### src/rtl/fetch_buffer.sv
// fetch_buffer: owns the fetch PC and issues in-order requests to the
// instruction memory. Returned instructions are queued for IF/ID. A redirect
// flushes the queue and drops any responses still in flight.
module fetch_buffer #(
  parameter int unsigned          DEPTH     = 4,
  parameter int unsigned          ADDR_LEN  = 32,
  parameter int unsigned          INSTR_LEN = 32,
  parameter logic [ADDR_LEN-1:0]  RESET_PC  = '0
) (
  input  logic                 clk,
  input  logic                 rst,
  input  logic                 redirect_valid,
  input  logic [ADDR_LEN-1:0]  redirect_pc,
  output logic                 imem_req,
  output logic [ADDR_LEN-1:0]  imem_addr,
  input  logic                 imem_ready,
  input  logic                 imem_rvalid,
  input  logic [INSTR_LEN-1:0] imem_rdata,
  output logic                 out_valid,
  output logic [INSTR_LEN-1:0] out_inst,
  output logic [ADDR_LEN-1:0]  out_pc_plus_4,
  input  logic                 out_ready
);

  localparam int unsigned CW = $clog2(DEPTH + 1);
  localparam int unsigned PW = $clog2(DEPTH);

  logic [ADDR_LEN-1:0]  fetch_pc_q, fetch_pc_d;
  logic [CW-1:0]        outstanding_q, outstanding_d;
  logic [CW-1:0]        drop_cnt_q, drop_cnt_d;
  logic [CW-1:0]        count_q, count_d;
  logic [PW-1:0]        rd_ptr_q, rd_ptr_d;
  logic [PW-1:0]        wr_ptr_q, wr_ptr_d;
  logic [PW-1:0]        tag_rd_q, tag_rd_d;
  logic [PW-1:0]        tag_wr_q, tag_wr_d;
  logic [INSTR_LEN-1:0] fifo_inst_q [DEPTH];
  logic [INSTR_LEN-1:0] fifo_inst_d [DEPTH];
  logic [ADDR_LEN-1:0]  fifo_pc4_q  [DEPTH];
  logic [ADDR_LEN-1:0]  fifo_pc4_d  [DEPTH];
  logic [ADDR_LEN-1:0]  tag_q       [DEPTH];
  logic [ADDR_LEN-1:0]  tag_d       [DEPTH];

  logic credit_ok;
  logic accept;
  logic resp;
  logic drop_resp;
  logic push;
  logic pop;

  // Handshake decode: credit covers in-flight requests plus queued entries
  always_comb begin
    credit_ok = (({1'b0, outstanding_q} + {1'b0, count_q}) < (CW + 1)'(DEPTH));
    imem_req  = !rst && !redirect_valid && credit_ok;
    accept    = imem_req && imem_ready;
    // A response with nothing outstanding is a protocol error and is ignored
    resp      = imem_rvalid && (outstanding_q != '0);
    drop_resp = resp && (redirect_valid || (drop_cnt_q != '0));
    push      = resp && !drop_resp;
    pop       = (count_q != '0) && out_ready && !redirect_valid;
  end

  // Next-state for PC, counters, tag queue and instruction FIFO
  always_comb begin
    fetch_pc_d    = fetch_pc_q;
    outstanding_d = outstanding_q;
    drop_cnt_d    = drop_cnt_q;
    count_d       = count_q;
    rd_ptr_d      = rd_ptr_q;
    wr_ptr_d      = wr_ptr_q;
    tag_rd_d      = tag_rd_q;
    tag_wr_d      = tag_wr_q;
    fifo_inst_d   = fifo_inst_q;
    fifo_pc4_d    = fifo_pc4_q;
    tag_d         = tag_q;

    if (accept) begin
      fetch_pc_d      = fetch_pc_q + ADDR_LEN'(4);
      tag_d[tag_wr_q] = fetch_pc_q;
      tag_wr_d        = tag_wr_q + PW'(1);
    end

    // Tags pop with every counted response, dropped or not, to stay aligned
    if (resp) begin
      tag_rd_d = tag_rd_q + PW'(1);
    end

    if (redirect_valid) begin
      fetch_pc_d    = redirect_pc & ~ADDR_LEN'(3);
      count_d       = '0;
      rd_ptr_d      = '0;
      wr_ptr_d      = '0;
      outstanding_d = outstanding_q - CW'(resp);
      drop_cnt_d    = outstanding_q - CW'(resp);
    end else begin
      outstanding_d = outstanding_q + CW'(accept) - CW'(resp);
      if (resp && (drop_cnt_q != '0)) begin
        drop_cnt_d = drop_cnt_q - CW'(1);
      end
      if (push) begin
        fifo_inst_d[wr_ptr_q] = imem_rdata;
        fifo_pc4_d[wr_ptr_q]  = tag_q[tag_rd_q] + ADDR_LEN'(4);
        wr_ptr_d              = wr_ptr_q + PW'(1);
      end
      if (pop) begin
        rd_ptr_d = rd_ptr_q + PW'(1);
      end
      count_d = count_q + CW'(push) - CW'(pop);
    end
  end

  // State registers with synchronous reset
  always_ff @(posedge clk) begin
    if (rst) begin
      fetch_pc_q    <= RESET_PC;
      outstanding_q <= '0;
      drop_cnt_q    <= '0;
      count_q       <= '0;
      rd_ptr_q      <= '0;
      wr_ptr_q      <= '0;
      tag_rd_q      <= '0;
      tag_wr_q      <= '0;
      for (int i = 0; i < int'(DEPTH); i++) begin
        fifo_inst_q[i] <= '0;
        fifo_pc4_q[i]  <= '0;
        tag_q[i]       <= '0;
      end
    end else begin
      fetch_pc_q    <= fetch_pc_d;
      outstanding_q <= outstanding_d;
      drop_cnt_q    <= drop_cnt_d;
      count_q       <= count_d;
      rd_ptr_q      <= rd_ptr_d;
      wr_ptr_q      <= wr_ptr_d;
      tag_rd_q      <= tag_rd_d;
      tag_wr_q      <= tag_wr_d;
      fifo_inst_q   <= fifo_inst_d;
      fifo_pc4_q    <= fifo_pc4_d;
      tag_q         <= tag_d;
    end
  end

  // Outputs come straight from registers: no path from imem_rdata
  always_comb begin
    imem_addr     = fetch_pc_q;
    out_valid     = (count_q != '0);
    out_inst      = fifo_inst_q[rd_ptr_q];
    out_pc_plus_4 = fifo_pc4_q[rd_ptr_q];
  end

endmodule

### config.mk
export PLATFORM = sky130hd
export DESIGN_NAME = fetch_buffer
export DESIGN_NICKNAME = d
export VERILOG_FILES = /design/src/rtl/fetch_buffer.sv
export SDC_FILE = /design/constraint.sdc
export NUM_CORES = 1
export LEC_CHECK = 0
export CAP_MARGIN = 30
export CORE_ASPECT_RATIO = 2
export CORE_MARGIN = 2
export CORE_UTILIZATION = 58
export DETAILED_ROUTE_END_ITERATION = 7
export PLACE_DENSITY = 0.89
export SYNTH_ARGS = -nofsm -noshare
export SYNTH_HDL_FRONTEND = slang
export SYNTH_SLANG_ARGS = --single-unit
### constraint.sdc
create_clock -name clk -period 3.5 [get_ports clk]
set_input_delay 0.35 -clock clk [delete_from_list [all_inputs] [get_ports clk]]
set_output_delay 0.35 -clock clk [all_outputs]
set_load 0.02 [all_outputs]
---- Word-level counts from Yosys, hierarchy flattened ----
Index checks and enable logic that the tools add are counted.
storage, ports and cells
  register bits after elaboration ......... 433
  output and inout bits ................... 98
  word-level logic and storage cells ...... 89
operators by class
  add/sub/neg operators ................... 13
  magnitude comparators ................... 7
  muxes and demuxes ....................... 21
  bitwise gates (word level) .............. 5
  reductions and logical operators ........ 22
operators with widths
  operator                                                    count
  bitwise mux 128 bit                                         3
  2-to-1 mux 32 bit                                           10
  binary-select mux 32 bit (select 2 bit)                     3
  demux 32 bit (select 2 bit)                                 2
  adder 32 x 3 -> 32 bit, second input constant               2
  >= comparator 3 bit, second input constant                  4
  NOT 2 -> 3 bit                                              4
  logical AND 1 bit                                           11
  2-to-1 mux 3 bit                                            3
  nonzero test 3 bit                                          3
  subtractor 3 x 1 -> 3 bit                                   3
  adder 2 x 1 -> 2 bit, second input constant                 4
  adder 3 x 1 -> 3 bit                                        2
  less-than comparator 3 x 1 -> 1 bit, second input constant  2
  adder 3 x 3 -> 4 bit                                        1
  less-than comparator 4 x 3 -> 1 bit, second input constant  1
  nonzero test 2 bit                                          2
  zero test 1 bit                                             3
  subtractor 3 x 1 -> 3 bit, second input constant            1
  AND reduction 2 bit                                         1
  OR reduction 2 bit                                          1
  logical OR 1 bit                                            1
  NOT 1 bit                                                   1

---- Depth between registers and ports, before layout ----
Gate-level depths: netlist of the first run.
  depth after elaboration ................. 7
  gate-level depth with buffers ........... 14

---- Worst setup path after synthesis of the first run ----
OpenSTA, ideal clock, no wires.
  kind .................................... register -> register
  start point ............................. register outstanding_q[2]
  end point ............................... register outstanding_q[2]
  arrival time ............................ 3042 ps
  data required time ...................... 3372 ps
  path slack .............................. 331 ps
  cell stages (with the launch flop) ...... 15
  buffers on the path ..................... 2
  period minus slack after synthesis ...... 3169 ps
  path through ............................ dfxtp_1 > ha_1 > a311oi_1 > and3_1 > clkbuf_1 > inv_1 > buf_1 > ha_1 > inv_1 > ha_1 > fa_1 > xor2_1 > o21ai_0 > xnor2_1 > nor2_1
on the way
  word-level cells in the longest chain between the ends .. 7
ends and longest elaborated chain
  element                              RTL line  source
  start, declared                      29        logic [CW-1:0] outstanding_q, outstanding_d;
  start signal, assigned               129       outstanding_q <= outstanding_d;
  adder 3 x 3 -> 4 bit                 52        credit_ok = (({1'b0, outstanding_q} + {1'b0, count_q}) < (CW + 1)'(DEPTH));
  less-than comparator 4 x 3 -> 1 bit  52
  logical AND 1 bit                    53        imem_req = !rst && !redirect_valid && credit_ok;
  logical AND 1 bit                    54        accept = imem_req && imem_ready;
  adder 3 x 1 -> 3 bit                 95        outstanding_d = outstanding_q + CW'(accept) - CW'(resp);
  subtractor 3 x 1 -> 3 bit            95
  2-to-1 mux 3 bit *                   87        if (redirect_valid) begin
Mark *: on every way between the ends. The rest lies on a longest branch, timed or not.
A chain may end at the register's enable or synchronous reset.

---- Worst setup path in the final report of the first run ----
  start point ............................. register outstanding_q[1]
  end point ............................... register outstanding_q[2]
RTL lines
  element                                              RTL line  source
  nonzero test 3 bit *                                 56        resp = imem_rvalid && (outstanding_q != '0);
  logical AND 1 bit *                                  56
  via resp                                             45        logic resp;
  subtractor 3 x 1 -> 3 bit, on equally long branches  95, 92
  2-to-1 mux 3 bit *                                   87
The timed path passes the listed nets; every way through them passes the cells marked *.

==> flow_summary_export.csv, run 1 <==
group,metric,value,unit
detailed_routing,viasPerCell,6.43,
detailed_routing,vias,17100,
global_route,grtUsageTotal,30.9,%
critical_path,crit_slowest_cell,"o31ai_2",
cts,clkLatencyLatePin,0.55,ns
yosys,synth_xor_area_share,1.20,%
cells_and_area,syn_to_final_growth,16.3,%
min_path,min_path_type,"input pin to flop",
cts,clk_path_buf_depth,3,
yosys,synthFlopType,"dfxtp_1",
power,power.density,519,mW/mm²
yosys,synth-async-reset-ratio,0,%
timing,maxSlewHeadroom,11.4,%
place,hpwl,33600,µm
job,cap_violations,0,
cts,cts_root_buffer,"clkbuf_16",
detailed_routing,wire_per_inst,20.2,µm
yosys,yosysUniqueCellTypes,67,
cells_and_area,drive_above_1_share,10.5,%
timing,timing.final.max_slew_violations,0,
yosys,syn_inst,2164,
yosys,syn_area_per_cell,8.75,µm²
global_route,grt_max_degree,286,
timing,tightest_slew,1.33,ns
place,io_buffers,161,
place,dp.cells,2600,
timing,max_freq,0.309,GHz
detailed_routing,dr.pass1.iters,6,
global_route,grt_pass1_vias,17700,
critical_path,path_cells,"o31ai_2 -> inv_1 -> ha_1 -> inv_1 -> ha_1 -> fa_1 -> xor2_1 -> o21ai_0 -> xnor2_1 -> nor2_1",
timing,final_hold_viol_count,0,
yosys,synthMuxAreaShare,11.2,%
cts,cts_resized,0,
cts,postCtsHoldBufs,0,
timing,rsz0062_at_grt,"no",
cts,cts_tree,"done",
run_status,status,"finished clean",
die,rows,93,
cts,clk_pin_slew,0.07,ns
yosys,synth_compound_area_share,15.0,%
cells_and_area,final_core_util,68.3,%
critical_path,crit_fanout,7,
yosys,synth_top_family_by_area,"simple AND/OR/NAND/NOR gates",
yosys,yosysWarnings,0,
critical_path,path_delay_family,"compound AO/OA/AOI/OAI gates",
power,p_leak,0.00689,µW
timing,finalCritPeriodShare,92.6,%
critical_path,slowest_delay,0.89,ns
yosys,synth_edf_count,0,
critical_path,critPathArrivalTime,3.69,ns
cts,htree_levels,2,
detailed_routing,ant_nets,0,
place,place_congestion,0.932,
critical_path,path_buf_inv,2,
power,vdd_drop_max,297,µV
yosys,ys_seq_area_share,43.9,%
timing,min_period,3.24,ns
global_route,grt_overflow,0,
cells_and_area,final_cells,2665,
die,pin_count,168,
critical_path,path_class,"flop to flop",
power,finalPower,11400,µW
detailed_routing,drcViolationCount,0,
global_route,grt_pass1_wl,86700,µm
timing,setup_viol,0,
detailed_routing,drt-total-wl,53800,µm
die,die_w,132,µm
cts,postCtsSetupRepairBufs,0,
critical_path,required,3.95,ns
timing,setup_tns,0,ns
die,dieArea,0.0342,mm²
critical_path,endpoint_kind,"flop",
die,core,0.0322,mm²
yosys,synthAdderAreaFrac,1.53,%
cts,cts.sinks,415,
die,die_h,259,µm
detailed_routing,first_iter_violations,1398,
cts,cts_buffers,36,
critical_path,critPathLaunchType,"flop",
timing,skew,0.0131,ns
die,start_util,58.7,%
yosys,yosys.area_share.simple,21.6,%
yosys,ys_ff_latch,415,
global_route,antenna_found_initial,1,
yosys,syn_area,0.0189,mm²
cells_and_area,nets,2303,
layout make-up:
type	count	area (µm²)
repair buffers	208	2130
clock buffers	47	1040
fillers	2369	10200
inverters	34	128
flip-flops and latches	415	8310
clock inverters	17	256
multi-input cells	1516	9610
well taps	427	534
diodes	1	2.50
cells by family after synthesis:
group | after synthesis
XOR/XNOR | 26
AO/OA/AOI/OAI | 468
buffers and inverters | 236
flip-flops | 415
multiplexers | 96
other | 1
adder cells (fa/ha/maj) | 22
AND/OR/NAND/NOR | 900
cell usage after synthesis, types with 25 or more instances:
| master | count | area share (%) |
|---|---|---|
| nand3_1 | 138 | 3.6 |
| nor4_1 | 25 | 0.83 |
| a211oi_1 | 51 | 2.0 |
| nor2_1 | 157 | 3.1 |
| clkbuf_1 | 149 | 3.0 |
| mux4_2 | 84 | 10 |
| inv_1 | 33 | 0.65 |
| a311oi_1 | 59 | 2.7 |
| o21ai_0 | 29 | 0.77 |
| nand2_1 | 460 | 9.1 |
| dfxtp_1 | 415 | 44 |
| a21oi_1 | 284 | 7.5 |
per-stage QoR:
stage	instance area, µm²	hold slack [ns]	worst slack, ns
6_report	22000	0.0136	0.260
3_5_place_dp	20700	0.445	0.315
2_1_floorplan	18900	0.432	0.331
4_1_cts	22000	0.00642	0.280
3_3_place_gp	20700	0.437	0.363
5_1_grt	22000	0.00693	0.0741
state kept, by name, summed over array words and instances, names as in the netlist:
signal,flops
drop_cnt_q,3
count_q,3
tag_rd_q,2
wr_ptr_q,2
rd_ptr_q,2
tag_q,120
fifo_pc4_q,120
fifo_inst_q,128
imem_addr,30
outstanding_q,3
tag_wr_q,2
worst paths after layout:
path / start / to / slack (ns) / cells past startpoint
max reg2reg: outstanding_q[1] / outstanding_q[2] / 0.26 / 10
min reg2reg: fifo_inst_q[93] / fifo_inst_q[93] / 0.45 / 2
max: outstanding_q[1] / outstanding_q[2] / 0.26 / 10
min: rst / outstanding_q[0] / 0.01 / 2
placed cells by master, fill, tap and decap left out, types with 25 or more instances in the layout:
cell type | Yosys | routed
nand2_1 | 460 | 460
a21oi_1 | 284 | 284
nor4_1 | 25 | 25
inv_1 | 33 | 33
a211oi_1 | 51 | 51
nand3_1 | 138 | 138
mux4_2 | 84 | 84
o21ai_0 | 29 | 29
nor2_1 | 157 | 157
clkdlybuf4s50_1 | 0 | 160
dfxtp_1 | 415 | 412
clkbuf_16 | 0 | 37
a311oi_1 | 59 | 59
buf_4 | 10 | 35
routing by layer:
metal	vias up	GRT usage (%)	part of all wire, %
met5	-	0	0
met4	0	21.3	5.5
met3	209	3.69	6.4
met2	911	57.8	54
met1	8233	32.0	34
li1	7771	-	-
report_power, final:
part,leakage (µW),internal (µW),switching (µW)
Clock,0.000630,2560,1840
Sequential,0.00335,4910,175
Combinational,0.00291,847,1100
Total,0.00689,8310,3110
No activity file was read; power rests on OpenSTA's default activity.
==> run 2: changes to the inputs <==
ABC_CLOCK_PERIOD_IN_PS = 3500   (was unset)
SETUP_SLACK_MARGIN = 0.15   (was unset)
SLEW_MARGIN = 20   (was unset)
==> flow_summary_export.csv, run 2 (synthesis gave the netlist of run 1 again) <==
group,metric,value,unit
cells_and_area,ff_latch_area,0.00831,mm²
cells_and_area,syn_to_final_growth,16.6,%
global_route,grtUsageTotal,30.8,%
detailed_routing,dr.pass1.iters,7,
die,core,0.0322,mm²
global_route,antenna_found_initial,0,
cells_and_area,final_core_util,68.4,%
timing,rsz0062_at_grt,"no",
global_route,grtUsageMet3,4.30,%
critical_path,slowest_delay,0.45,ns
timing,maxSlewHeadroom,44.2,%
critical_path,critPathLaunchType,"flop",
power,power.density,517,mW/mm²
cts,cts_buffers,37,
detailed_routing,first_iter_violations,1395,
detailed_routing,drcViolationCount,0,
cts,postCtsSetupRepairBufs,0,
critical_path,path_class,"flop to flop",
place,hpwl,33600,µm
detailed_routing,drt-total-wl,53800,µm
timing,setup_viol,0,
timing,final_hold_viol_count,0,
cts,postCtsHoldBufs,0,
critical_path,crit_slowest_cell,"dfxtp_1",
global_route,grt_overflow,0,
cts,clk_path_buf_depth,3,
timing,hold_slack,0.0148,ns
cells_and_area,nets,2306,
detailed_routing,wire_per_inst,20.2,µm
critical_path,cp_common_cell,"ha_1",
power,vdd_drop_max,423,µV
cells_and_area,n_antenna_cell,0,
die,die_h,259,µm
die,dieArea,0.0342,mm²
cells_and_area,top_regs,"fifo_inst_q (128), fifo_pc4_q (120), tag_q (120)",
cells_and_area,multi_input_area,0.00961,mm²
global_route,global_route.usage.met2,58.1,%
cells_and_area,n_fill_cell,2385,
cts,clk_pin_slew,0.07,ns
critical_path,required,3.95,ns
global_route,grt_max_degree,286,
cells_and_area,largest_register_ffs,128,
detailed_routing,viasPerCell,6.41,
place,place_congestion,0.932,
job,cap_violations,0,
min_path,min_path_type,"input pin to flop",
global_route,grt_pass1_vias,17500,
power,p_leak,0.00692,µW
die,start_util,58.7,%
place,io_buffers,161,
timing,timing.final.max_slew_violations,0,
critical_path,critPathArrivalTime,3.48,ns
timing,skew,0.0246,ns
die,pin_count,168,
timing,max_freq,0.330,GHz
cts,cts_resized,0,
global_route,grt_busiest_layer,"met2",
run_status,status,"finished clean",
cells_and_area,regMostFlops,"fifo_inst_q",
global_route,grt_pass1_wl,86200,µm
critical_path,endpoint_kind,"flop",
cts,cts_tree,"done",
detailed_routing,ant_nets,0,
detailed_routing,vias,17100,
global_route,gr-usage-met1,31.5,%
cts,htree_levels,2,
die,die_w,132,µm
cells_and_area,layout_commonest_cell,"nand2_1",
cells_and_area,drive_above_1_share,10.6,%
critical_path,path_cells,"ha_1 -> a311oi_1 -> and3_4 -> inv_1 -> ha_1 -> inv_1 -> ha_1 -> fa_1 -> xor2_1 -> o21ai_0 -> xnor2_1 -> nor2_1",
timing,min_period,3.03,ns
critical_path,r2r_slack,0.47,ns
timing,tightest_slew,0.837,ns
cells_and_area,layout_common_cells,"nand2_1, dfxtp_1, a21oi_1",
cts,cts_root_buffer,"clkbuf_16",
critical_path,crit_fanout,4,
timing,finalCritPeriodShare,86.7,%
die,rows,93,
cts,cts.sinks,415,
timing,setup_tns,0,ns
cts,clkLatencyLatePin,0.55,ns
run 2: power breakdown:
group / leakage [µW] / switching [µW] / internal, µW
registers: 0.00335 / 173 / 4910
logic: 0.00292 / 1080 / 854
clock network: 0.000643 / 1830 / 2550
run 2: layout make-up:
class / instances / share of cell area (%)
inverters: 34 / 0.578
clock inverters: 15 / 0.862
well taps: 427 / 2.42
clock buffers: 51 / 5.09
flip-flops and latches: 415 / 37.7
multi-input cells: 1516 / 43.6
repair buffers: 210 / 9.80
run 2: worst max-delay path: cells and delay by family, from the launching register on:
kind | cells | cell delay (ns)
adders and majority gates | 4 | 1.12
AOI/OAI and AO/OA | 2 | 0.64
DFF | 1 | 0.45
and+or+nand+nor | 2 | 0.33
xor gates and xnor gates | 2 | 0.30
buffers and inverters | 2 | 0.11
run 2: path summary, 6_finish.rpt:
path / cells past startpoint / startpoint / to
hold reg to reg: 2 / tag_q[21] / tag_q[21]
setup reg to reg: 12 / outstanding_q[2] / outstanding_q[2]
setup / recovery: 12 / outstanding_q[2] / outstanding_q[2]
hold / removal: 2 / rst / imem_addr[5]
run 2: through the flow:
| step | instances | total power (µW) | cell area (µm²) | setup WS (ns) |
|---|---|---|---|---|
| 3_5_place_dp | 2600 | 7090 | 20700 | 0.313 |
| 6_report | 2668 | 11400 | 22100 | 0.466 |
| 5_1_grt | 2668 | 11800 | 22100 | 0.297 |
| 4_1_cts | 2666 | 11400 | 22000 | 0.267 |
| 2_1_floorplan | 2167 | 6410 | 18900 | 0.331 |
| 3_3_place_gp | 2599 | 7030 | 20700 | 0.363 |
run 2: routing by layer:
layer | part of all wire, % | routed length, µm
met4 | 5.7 | 3090
met1 | 34 | 18300
met5 | 0 | 0
met3 | 6.9 | 3720
met2 | 53 | 28700
